[src/rtl/rvfpm_result_sched_if.sv]
// Result channel between the FPU result scheduler and the CORE-V-XIF result port.
// The master drives a result and holds it until the slave accepts it with result_ready.
interface rvfpm_result_sched_if #(
    parameter int X_ID_WIDTH = 4,
    parameter int FLEN       = 32,
    parameter int RD_WIDTH   = 5
);
    logic                  result_valid;
    logic                  result_ready;
    logic [X_ID_WIDTH-1:0] result_id;
    logic [FLEN-1:0]       result_data;
    logic [RD_WIDTH-1:0]   result_rd;
    logic                  result_we;

    modport master (
        output result_valid, result_id, result_data, result_rd, result_we,
        input  result_ready
    );

    modport slave (
        input  result_valid, result_id, result_data, result_rd, result_we,
        output result_ready
    );
endinterface

[src/rtl/rvfpm_result_sched.sv]
// Result scheduler: tracks committed/killed instruction IDs, drops results of
// killed IDs and forwards committed results from two producers (execute = 0,
// load = 1) onto the single result channel with round-robin arbitration.
module rvfpm_result_sched #(
    parameter int X_ID_WIDTH = 4,
    parameter int FLEN       = 32,
    parameter int RD_WIDTH   = 5
) (
    input  logic                    ck,
    input  logic                    rst,
    input  logic                    commit_valid,
    input  logic [X_ID_WIDTH-1:0]   commit_id,
    input  logic                    commit_kill,
    input  logic [1:0]              req_valid,
    input  logic [2*X_ID_WIDTH-1:0] req_id,
    input  logic [2*FLEN-1:0]       req_data,
    input  logic [2*RD_WIDTH-1:0]   req_rd,
    input  logic [1:0]              req_we,
    output logic [1:0]              req_ready,
    rvfpm_result_sched_if.master    res
);
    localparam int DEPTH = 2 ** X_ID_WIDTH;

    // Scoreboard and arbitration state
    logic [DEPTH-1:0]      committed_q, committed_d;
    logic [DEPTH-1:0]      killed_q, killed_d;
    logic                  rr_q, rr_d;

    // Output register
    logic                  out_valid_q, out_valid_d;
    logic [X_ID_WIDTH-1:0] out_id_q, out_id_d;
    logic [FLEN-1:0]       out_data_q, out_data_d;
    logic [RD_WIDTH-1:0]   out_rd_q, out_rd_d;
    logic                  out_we_q, out_we_d;

    // Arbitration signals
    logic [X_ID_WIDTH-1:0] id_w [2];
    logic [1:0]            drop;
    logic [1:0]            fwd;
    logic [1:0]            grant;
    logic                  winner;
    logic                  can_load;

    // Eligibility, drop detection and round-robin forward grant
    always_comb begin
        // NOTE: every signal gets a default before any branch so no latch is inferred.
        drop     = '0;
        fwd      = '0;
        grant    = '0;
        winner   = 1'b0;
        can_load = !out_valid_q || res.result_ready;
        for (int i = 0; i < 2; i++) begin
            id_w[i] = req_id[i*X_ID_WIDTH +: X_ID_WIDTH];
            drop[i] = req_valid[i] & killed_q[id_w[i]];
            fwd[i]  = req_valid[i] & committed_q[id_w[i]] & ~killed_q[id_w[i]];
        end
        if (can_load && (fwd != 2'b00)) begin
            if (fwd == 2'b11) begin
                winner = rr_q;
            end else begin
                winner = fwd[1];
            end
            grant[winner] = 1'b1;
        end
        req_ready = drop | grant;
    end

    // Next-state for scoreboard, round-robin pointer and output register
    always_comb begin
        committed_d = committed_q;
        killed_d    = killed_q;
        rr_d        = rr_q;
        out_valid_d = out_valid_q;
        out_id_d    = out_id_q;
        out_data_d  = out_data_q;
        out_rd_d    = out_rd_q;
        out_we_d    = out_we_q;

        for (int i = 0; i < 2; i++) begin
            if (drop[i]) begin
                killed_d[id_w[i]] = 1'b0;
            end
        end

        if (grant != 2'b00) begin
            committed_d[id_w[winner]] = 1'b0;
            rr_d        = ~winner;
            out_valid_d = 1'b1;
            out_id_d    = id_w[winner];
            out_data_d  = winner ? req_data[2*FLEN-1:FLEN]         : req_data[FLEN-1:0];
            out_rd_d    = winner ? req_rd[2*RD_WIDTH-1:RD_WIDTH]   : req_rd[RD_WIDTH-1:0];
            out_we_d    = winner ? req_we[1]                       : req_we[0];
        end else if (res.result_ready) begin
            out_valid_d = 1'b0;
        end

        // A commit/kill this cycle is applied last so it wins over the grant or
        // drop clear of the same ID: it belongs to a new instance reusing the ID.
        if (commit_valid) begin
            if (commit_kill) begin
                killed_d[commit_id]    = 1'b1;
                committed_d[commit_id] = 1'b0;
            end else begin
                committed_d[commit_id] = 1'b1;
                killed_d[commit_id]    = 1'b0;
            end
        end
    end

    // State registers with synchronous reset
    always_ff @(posedge ck) begin
        // NOTE: the scoreboard is plain flops, not RAM, so it is reset with
        // everything else; stale committed bits would leak across a reset.
        if (rst) begin
            committed_q <= '0;
            killed_q    <= '0;
            rr_q        <= 1'b0;
            out_valid_q <= 1'b0;
            out_id_q    <= '0;
            out_data_q  <= '0;
            out_rd_q    <= '0;
            out_we_q    <= 1'b0;
        end else begin
            // NOTE: non-blocking assignments keep every flop sampling pre-edge values.
            committed_q <= committed_d;
            killed_q    <= killed_d;
            rr_q        <= rr_d;
            out_valid_q <= out_valid_d;
            out_id_q    <= out_id_d;
            out_data_q  <= out_data_d;
            out_rd_q    <= out_rd_d;
            out_we_q    <= out_we_d;
        end
    end

    assign res.result_valid = out_valid_q;
    assign res.result_id    = out_id_q;
    assign res.result_data  = out_data_q;
    assign res.result_rd    = out_rd_q;
    assign res.result_we    = out_we_q;
endmodule

[src/flat_wrapper.sv]
// flat-port wrapper written by rule: the top's interface ports become plain ports
module rvfpm_result_sched_flat 
#(
    parameter int X_ID_WIDTH = 4,
    parameter int FLEN       = 32,
    parameter int RD_WIDTH   = 5
)
  (ck, rst, commit_valid, commit_id, commit_kill, req_valid, req_id, req_data, req_rd, req_we, req_ready, res_result_valid, res_result_id, res_result_data, res_result_rd, res_result_we, res_result_ready);
  rvfpm_result_sched_if #(.X_ID_WIDTH(X_ID_WIDTH), .FLEN(FLEN), .RD_WIDTH(RD_WIDTH)) res_i ();
  input  logic ck;
  input  logic rst;
  input  logic commit_valid;
  input  logic [X_ID_WIDTH-1:0] commit_id;
  input  logic commit_kill;
  input  logic [1:0] req_valid;
  input  logic [2*X_ID_WIDTH-1:0] req_id;
  input  logic [2*FLEN-1:0] req_data;
  input  logic [2*RD_WIDTH-1:0] req_rd;
  input  logic [1:0] req_we;
  output logic [1:0] req_ready;
  output wire logic [$bits(res_i.result_valid)-1:0] res_result_valid;
  output wire logic [$bits(res_i.result_id)-1:0] res_result_id;
  output wire logic [$bits(res_i.result_data)-1:0] res_result_data;
  output wire logic [$bits(res_i.result_rd)-1:0] res_result_rd;
  output wire logic [$bits(res_i.result_we)-1:0] res_result_we;
  input wire logic [$bits(res_i.result_ready)-1:0] res_result_ready;
  assign res_result_valid = res_i.result_valid;
  assign res_result_id = res_i.result_id;
  assign res_result_data = res_i.result_data;
  assign res_result_rd = res_i.result_rd;
  assign res_result_we = res_i.result_we;
  assign res_i.result_ready = res_result_ready;
  rvfpm_result_sched #(.X_ID_WIDTH(X_ID_WIDTH), .FLEN(FLEN), .RD_WIDTH(RD_WIDTH)) u_core (.ck(ck), .rst(rst), .commit_valid(commit_valid), .commit_id(commit_id), .commit_kill(commit_kill), .req_valid(req_valid), .req_id(req_id), .req_data(req_data), .req_rd(req_rd), .req_we(req_we), .req_ready(req_ready), .res(res_i));
endmodule
[config.mk]
export PLATFORM = sky130hd
export DESIGN_NAME = rvfpm_result_sched_flat
export DESIGN_NICKNAME = d
export VERILOG_FILES = /design/src/rtl/rvfpm_result_sched_if.sv /design/src/rtl/rvfpm_result_sched.sv /design/src/flat_wrapper.sv
export SDC_FILE = /design/constraint.sdc
export NUM_CORES = 1
export LEC_CHECK = 0
export BUFFER_PORTS_ARGS = -buffer_cell sky130_fd_sc_hd__buf_2
export CAP_MARGIN = 40
export CORE_AREA = 2 2 96 98
export CTS_CLUSTER_DIAMETER = 120
export DETAILED_ROUTE_END_ITERATION = 6
export DIE_AREA = 0 0 98 100
export PLACE_DENSITY = 0.79
export SETUP_SLACK_MARGIN = 0.2
export SYNTH_ARGS = -nofsm -noshare
export SYNTH_HDL_FRONTEND = slang
export SYNTH_SLANG_ARGS = --single-unit
[constraint.sdc]
create_clock -name ck -period 3.2 [get_ports ck]
set_input_delay 0.32 -clock ck [delete_from_list [all_inputs] [get_ports ck]]
set_output_delay 0.32 -clock ck [all_outputs]
set_load 0.01 [all_outputs]
== Yosys cells after proc, flatten, opt, wreduce, memory -nomap -nowiden ==
Index checks and enable logic that the tools add are counted.
Cells by class
  magnitude comparators: 11
  equality and inequality tests: 1
  muxes and demuxes: 37
  bitwise logic cells: 22
  reduce and logical (&&, ||, !) cells: 11
Operators with widths (count)
  2-to-1 mux 16 bit: 7
  AND 16 bit: 5
  inverter 16 bit: 4
  2-to-1 mux 32 bit: 1
  OR 16 bit: 2
  less-than comparator 4 x 5 -> 1 bit, second input constant: 4
  binary-select mux 1 bit (select 4 bit): 4
  demux 1 bit (select 4 bit): 4
  >= comparator 4 x 1 -> 1 bit, second input constant: 4
  2-to-1 mux 1 bit: 15
  2-to-1 mux 4 bit: 3
  AND 1 bit: 6
  logical AND 1 bit: 6
  nonzero test 2 bit: 3
  2-to-1 mux 5 bit: 1
  inverter 1 bit: 3
  == test 2 bit, second input constant: 1
  >= comparator 2 bit, second input constant: 1
  less-than comparator 1 x 2 -> 1 bit, second input constant: 1
  2-to-1 mux 2 bit: 1
  inverter 1 -> 2 bit: 1
  OR 2 bit: 1
  demux 1 bit (select 1 bit): 1
  >= comparator 1 bit, second input constant: 1
  other kinds (2): 2
Word-level totals
  bits in registers: 76
  output and inout port bits: 45
  word-level logic and storage cells: 90

== Logic depth before layout (Yosys ltp) ==
Gate-level depths: netlist of the first run.
  word-level depth: 22
  mapped depth: 12

== Least setup slack after synthesis of the first run ==
OpenSTA, ideal clock, no wires.
  kind: input -> register
  from: in req_id[0]
  to: reg u_core.committed_q[4]
  setup time: 0.117 ns
  data arrival time: 2.405 ns
  required time: 3.083 ns
  setup slack: 0.677 ns
  stages: 9
  cell sequence: buf_2 -> mux4_2 -> a22oi_1 -> nand2_1 -> a21o_1 -> a211oi_4 -> buf_2 -> nand3_1 -> a32o_1
On the way
  word-level cells in the longest chain between the ends: 22
RTL lines
  start: declaration: RTL line flat_wrapper.sv:16  | input logic [2*X_ID_WIDTH-1:0] req_id;
  binary-select mux 1 bit (select 4 bit): RTL line rvfpm_result_sched.sv:55  | fwd[i] = req_valid[i] & committed_q[id_w[i]] & ~killed_q[id_w[i]];
  2-to-1 mux 1 bit (not written as such): RTL line rvfpm_result_sched.sv:55
  AND 1 bit or inverter 1 bit (tied branches): RTL line rvfpm_result_sched.sv:55
  AND 1 bit: RTL line rvfpm_result_sched.sv:55
  == test 2 bit: RTL line rvfpm_result_sched.sv:58  | if (fwd == 2'b11) begin
  2-to-1 mux 1 bit: RTL line rvfpm_result_sched.sv:58
  2-to-1 mux 1 bit (2 in series): RTL line rvfpm_result_sched.sv:57  | if (can_load && (fwd != 2'b00)) begin
  inverter 1 -> 2 bit (not written as such): RTL line rvfpm_result_sched.sv:86  | committed_d[id_w[winner]] = 1'b0;
  [5 not listed]
  2-to-1 mux 1 bit (not written as such): RTL line rvfpm_result_sched.sv:86
  demux 1 bit (select 4 bit)
  inverter 16 bit (no line)
  AND 16 bit (no line)
  2-to-1 mux 16 bit *: RTL line rvfpm_result_sched.sv:85  | if (grant != 2'b00) begin
  OR 16 bit (no line) or AND 16 bit (tied branches)
  2-to-1 mux 16 bit: RTL line rvfpm_result_sched.sv:100  | if (commit_kill) begin
  2-to-1 mux 16 bit *: RTL line rvfpm_result_sched.sv:99  | if (commit_valid) begin
  end signal: assignment: RTL line rvfpm_result_sched.sv:125  | committed_q <= committed_d;
  end: declaration: RTL line rvfpm_result_sched.sv:25  | logic [DEPTH-1:0] committed_q, committed_d;
Every way passes the cells marked *; elsewhere a longest branch is shown, timed or not. The select of a mux whose other input is x is not followed.
A chain may end at the register's enable or synchronous reset.

== Worst setup path after layout of the first run ==
  from: reg u_core.killed_q[3]
  to: out req_ready[1]
On the way
  word-level cells in the longest chain between the ends: 13
RTL lines
  start: declaration: RTL line rvfpm_result_sched.sv:26  | logic [DEPTH-1:0] killed_q, killed_d;
  start signal: assignment: RTL line rvfpm_result_sched.sv:126  | killed_q <= killed_d;
  binary-select mux 1 bit (select 4 bit), on equally long branches: RTL line rvfpm_result_sched.sv:55, rvfpm_result_sched.sv:54
  2-to-1 mux 1 bit, on equally long branches: RTL line rvfpm_result_sched.sv:55, rvfpm_result_sched.sv:54
  inverter 1 bit: RTL line rvfpm_result_sched.sv:55
  AND 1 bit: RTL line rvfpm_result_sched.sv:55
  == test 2 bit: RTL line rvfpm_result_sched.sv:58
  2-to-1 mux 1 bit: RTL line rvfpm_result_sched.sv:58
  2-to-1 mux 1 bit: RTL line rvfpm_result_sched.sv:57
  less-than comparator 1 x 2 -> 1 bit (not written as such) or >= comparator 1 bit (tied branches): RTL line rvfpm_result_sched.sv:63  | grant[winner] = 1'b1;
  logical AND 1 bit (not written as such): RTL line rvfpm_result_sched.sv:63
  2-to-1 mux 1 bit (not written as such): RTL line rvfpm_result_sched.sv:63
  demux 1 bit (select 1 bit)
  2-to-1 mux 2 bit: RTL line rvfpm_result_sched.sv:57
  OR 2 bit *: RTL line rvfpm_result_sched.sv:65  | req_ready = drop | grant;
  end: declaration: RTL line flat_wrapper.sv:20  | output logic [1:0] req_ready;
Marked as above.

==> results.cfg, run 1 <==
[yosys]
synthTopCellsByArea = dfxtp_1 (34%), mux4_2 (6.6%), a21oi_1 (6.5%)
ys.flop_type = dfxtp_1
synthAdderAreaFrac = 0
synth_top_area_frac = 0.343
syn_avg_cell_area_um2 = 8.44
ys_seq_area_frac = 0.343
synth_edf_count = 0
synth_compound_area_frac = 0.285
yosysTopAreaCell = dfxtp_1
synth_top_family_by_area = compound AO/OA/AOI/OAI gates
ys_ff_latch = 76
postSynth.asyncResetShare = 0
synthMuxAreaShare = 0.103
netlist_instances = 525
synth-simple-area-share = 0.213
yosys.cell_types.count = 53
synth-xor-area-share = 0
yosysMostFrequentCell = dfxtp_1
synth_common_cells = dfxtp_1 (76), a21oi_1 (58), nor2_1 (57), nand2b_1 (34), o21ai_0 (31)
yosysWarningCount = 0
syn-cell-area_um2 = 4430
syn-num-nets = 620

[sta]
worstMarginPinSlew_ns = 0.841
post-route-min-period_ns = 2.86
fin_setup_tns_ns = 0
fin_crit_sh = 0.892
setup_viol = 0
rsz0062_at_grt = no
finalClockSkew_ns = 0.0111
finalHoldViolCount = 0
slew_headroom = 0.439
slew_violations = 0
hold_slack_ns = 0.263
fmax_mhz = 350

[grt]
overflow = 0
grt_max_degree = 58
grt_pass1_wl_mm = 23.4
grt.total_usage = 0.295
grt_pass1_vias = 4737
antenna_found_initial = 0

[placement]
post_dp_cell_area_um2 = 5180
place_congestion = 1.04
dp_cells = 739
numPortBuffers = 139
dpl.hpwl_mm = 10.2

[die]
die_area_um2 = 9800
start_util = 0.499
ioPinCount = 140
die_x_um = 98
die_height_um = 100
rows = 35
core-area_um2 = 8890

[worst_setup_path]
cp-end-kind = output pin
crit_chain = mux4_2 -> a22oi_1 -> nand2_1 -> a21o_1 -> o211ai_1 -> nand2_1 -> buf_2
crit_required_ns = 2.88
crit_type = reg2out
path_max_fanout = 6
cp-start-kind = flop
crit_arrival_ns = 2.54
max_stage_delay_ns = 0.48
crit_slowest_cell = mux4_2
path_buf_inv = 1
cpLargestDelayFamily = compound AO/OA/AOI/OAI gates
crit_top_cell = nand2_1

[drt]
dr.pass1.iters = 6
first_iter_violations = 645
routedWlPerCell_um = 19.4
final_antenna_net_count = 0
routed_wl_mm = 14.6
vias_per_cell = 6.50
drcViolationCount = 0
vias = 4913

[clocking]
clockBufferDepth = 2
post-cts-setup-buffers = 1
cts.sinks = 76
clk_pin_slew_worst_paths_ns = 0.09
cts-buffers-inserted = 9
cts_tree = yes
cts-htree-levels = 3
clkLatencyLatePin_ns = 0.35
hold_buffers = 0
cts_resized = 0
cts_root_buffer = clkbuf_8

[layout]
drive_gt1_frac = 0.302
nFillCells = 806
final_area_um2 = 5390
fin_util = 0.606
fin_nets = 735
area_growth_pct = 21.6
final_cells = 756
diodes = 0

[pwr]
power_per_cell_area_nw_per_um2 = 406
p_leak_nw = 2.12
ir_drop_mv = 0.225

[flow_run]
maxCapViolCount = 0

[hold_path]
hold_class = in2reg

[status]
status = complete, no violations
cell families (layout without fill, tap and decap cells):
kind of cell | count (synthesis) | count (layout)
buffers and inverters | 53 | 173
DFF | 76 | 76
muxes | 28 | 28
and+or+nand+nor | 182 | 182
AOI/OAI and AO/OA | 186 | 186
cell usage in the layout (no fill, tap or decap), types with 13 or more instances in the layout:
master	n
nand2b_1	34
o32ai_1	24
dfxtp_1	76
o21ai_0	31
a21oi_1	58
nor2_1	57
nand3_1	17
mux4_2	13
buf_2	139
a22oi_1	19
nand2_1	23
registers in the layout (all words and copies together), names as in the netlist:
signal,cells
u_core.res.result_data,32
u_core.res.result_we,1
u_core.res.result_id,4
u_core.rr_q,1
u_core.res.result_valid,1
u_core.res.result_rd,5
u_core.committed_q,16
u_core.killed_q,16
layer usage:
metal  up-vias  global-route usage  wire length, um
met5         -                   0                0
met4         0               0.149              652
met3        63              0.0808             1710
met2       369               0.474             6790
met1      2286               0.367             5480
li1       2195                   -                -
final timing paths:
path	to	cells past startpoint	start	slack, ns
setup / recovery	req_ready[1]	7	u_core.killed_q[3]	0.34
hold / removal	u_core.res.result_rd[0]	3	req_rd[5]	0.26
setup reg to reg	u_core.committed_q[9]	8	u_core.killed_q[3]	0.52
hold reg to reg	u_core.res.result_data[13]	2	u_core.res.result_data[13]	0.47
area by class of cell:
cell class,count,area (um^2),share of cell area
sequential,76,1520,0.282
clock inverter,5,60.1,0.0111
clock buffer,11,141,0.0262
timing repair buffer,153,838,0.156
tap,111,139,0.0258
inverter,4,15.0,0.00279
multi-input combinational,396,2680,0.496
metrics by stage:
| step | total power, mW | setup WS [ns] |
|---|---|---|
| 3_5_place_dp | 1.43 | 0.234 |
| 3_3_place_gp | 1.42 | 0.318 |
| 6_report | 2.19 | 0.344 |
| 5_1_grt | 2.28 | 0.265 |
| 2_1_floorplan | 1.26 | 0.677 |
| 4_1_cts | 2.20 | 0.422 |
worst register-to-register path, stage by stage (launching register included):
cell	delay, ns
dfxtp_1	0.36
mux4_2	0.48
a22oi_1	0.26
nand2_1	0.15
a21o_1	0.29
o211a_1	0.28
buf_12	0.20
a2111oi_0	0.42
a22o_1	0.18
power breakdown:
group          internal [mW]  switching (mW)
Clock                  0.385           0.386
Combinational          0.168           0.238
Sequential             0.989          0.0244
Power figures use the tool's default switching activity.
==> inputs of run 2 (changes only) <==
RECOVER_POWER = 25   (was not set)
==> results.cfg, run 2 (same netlist as run 1, synthesis figures left out) <==
[status]
status = complete, no violations

[pwr]
total_power_mw = 2.19
p_leak_nw = 2.00
power_per_cell_area_nw_per_um2 = 409
ir_drop_mv = 0.226

[placement]
pre_cts_ws_ns = 0.234
place_congestion = 1.04
dpl.hpwl_mm = 10.2
numPortBuffers = 139
post_dp_cell_area_um2 = 5180
dp_cells = 739

[worst_setup_path]
regToRegEndpoint = u_core.committed_q[8]
path_max_fanout = 6
crit_required_ns = 2.88
r2r_setup_slack_ns = 0.55
r2r_cells = 8
cp-start-kind = flop
rr_startpoint = u_core.killed_q[3]
worstSetupStartpoint = u_core.killed_q[3]
cp-end-kind = output pin
crit_arrival_ns = 2.52
crit_type = reg2out

[sta]
setup_viol = 0
rsz0062_at_grt = no
post-route-min-period_ns = 2.84
slew_violations = 0
slew_headroom = 0.448
fin_crit_sh = 0.887
setup_ws_ns = 0.362
finalClockSkew_ns = 0.0134
finalHoldViolCount = 0
fin_setup_tns_ns = 0
fmax_mhz = 352
worstMarginPinSlew_ns = 0.828
hold_slack_ns = 0.257

[layout]
diodes = 0
final_cell_mix = buf_2 (109), dfxtp_1 (76), a21oi_1 (58)
fin_nets = 735
final_common_cell = buf_2
fin_util = 0.602
largest_reg_flops = 32
final_cells = 756
drive_gt1_frac = 0.256
area_growth_pct = 20.7
final_area_um2 = 5350
nFillCells = 820

[grt]
overflow = 0
antenna_found_initial = 0
grt.total_usage = 0.295
use_met2 = 0.474
use_met1 = 0.367
grt_pass1_vias = 4737
grt_max_degree = 58
top_usage_layer = met2
met3_usage = 0.0808
grt_pass1_wl_mm = 23.4

[clocking]
clk_pin_slew_worst_paths_ns = 0.09
cts-buffers-inserted = 9
clkLatencyLatePin_ns = 0.36
cts-htree-levels = 3
cts_tree = yes
clockBufferDepth = 2
hold_buffers = 0
cts_root_buffer = clkbuf_8
cts.sinks = 76
cts_resized = 0

[die]
die_x_um = 98
die_height_um = 100
die_area_um2 = 9800
core-area_um2 = 8890
ioPinCount = 140
rows = 35
start_util = 0.499

[drt]
drcViolationCount = 0
vias = 4887
routedWlPerCell_um = 19.4
dr.pass1.iters = 7
vias_per_cell = 6.46
routed_wl_mm = 14.6
final_antenna_net_count = 0
first_iter_violations = 652

[flow_run]
maxCapViolCount = 0

[hold_path]
hp-start = req_rd[5]
hold_class = in2reg
hold_end = u_core.res.result_rd[0]
whs_path_depth = 3
[run 2: cell types whose count changed in the layout (fill, tap and decap cells not counted)]
cell      delta
buf_2       -30
clkbuf_1    +30
[run 2: worst max-delay path, stage by stage, from the launching register on]
cell      delay (ns)
dfxtp_1         0.35
mux4_2          0.48
a22oi_1         0.26
nand2_1         0.15
a21o_1          0.29
o211ai_1        0.35
nand2_1         0.12
buf_2           0.16
[run 2: where the power goes]
part / leakage (nW) / switching (mW) / total (mW) / internal (mW)
registers: 0.617 / 0.0249 / 1.01 / 0.989
logic: 1.28 / 0.239 / 0.400 / 0.161
clock network: 0.0999 / 0.389 / 0.774 / 0.385
total: 2.00 / 0.653 / 2.19 / 1.54
[run 2: how the worst max path moves through the flow]
stage / to / slack (ns) / depth (start not counted)
global placement: u_core.committed_q[8] / 0.32 / 9
floorplan: u_core.committed_q[4] / 0.68 / 9
CTS: req_ready[1] / 0.42 / 7
finish: req_ready[1] / 0.36 / 7
global route: req_ready[1] / 0.26 / 8
detailed placement: u_core.committed_q[9] / 0.23 / 9
[run 2: area by class of cell]
class	count	area [um^2]	share of cell area
Sequential cell	76	1520	0.284
Tap cell	111	139	0.0259
Clock inverter	5	60.1	0.0112
Inverter	4	15.0	0.00281
Multi-Input combinational cell	396	2680	0.500
Timing Repair Buffer	153	801	0.150
Clock buffer	11	141	0.0264
[run 2: metal layers]
metal,up-vias,share of wire
met3,66,0.12
met1,2279,0.37
met5,-,0
li1,2201,-
met2,341,0.46
met4,0,0.044
[run 2: what timing repair did]
item	4_1_cts	5_1_grt
setup endpoints to repair	1	0
endpoints found under the hold margin	0	0
buffers inserted	1	0
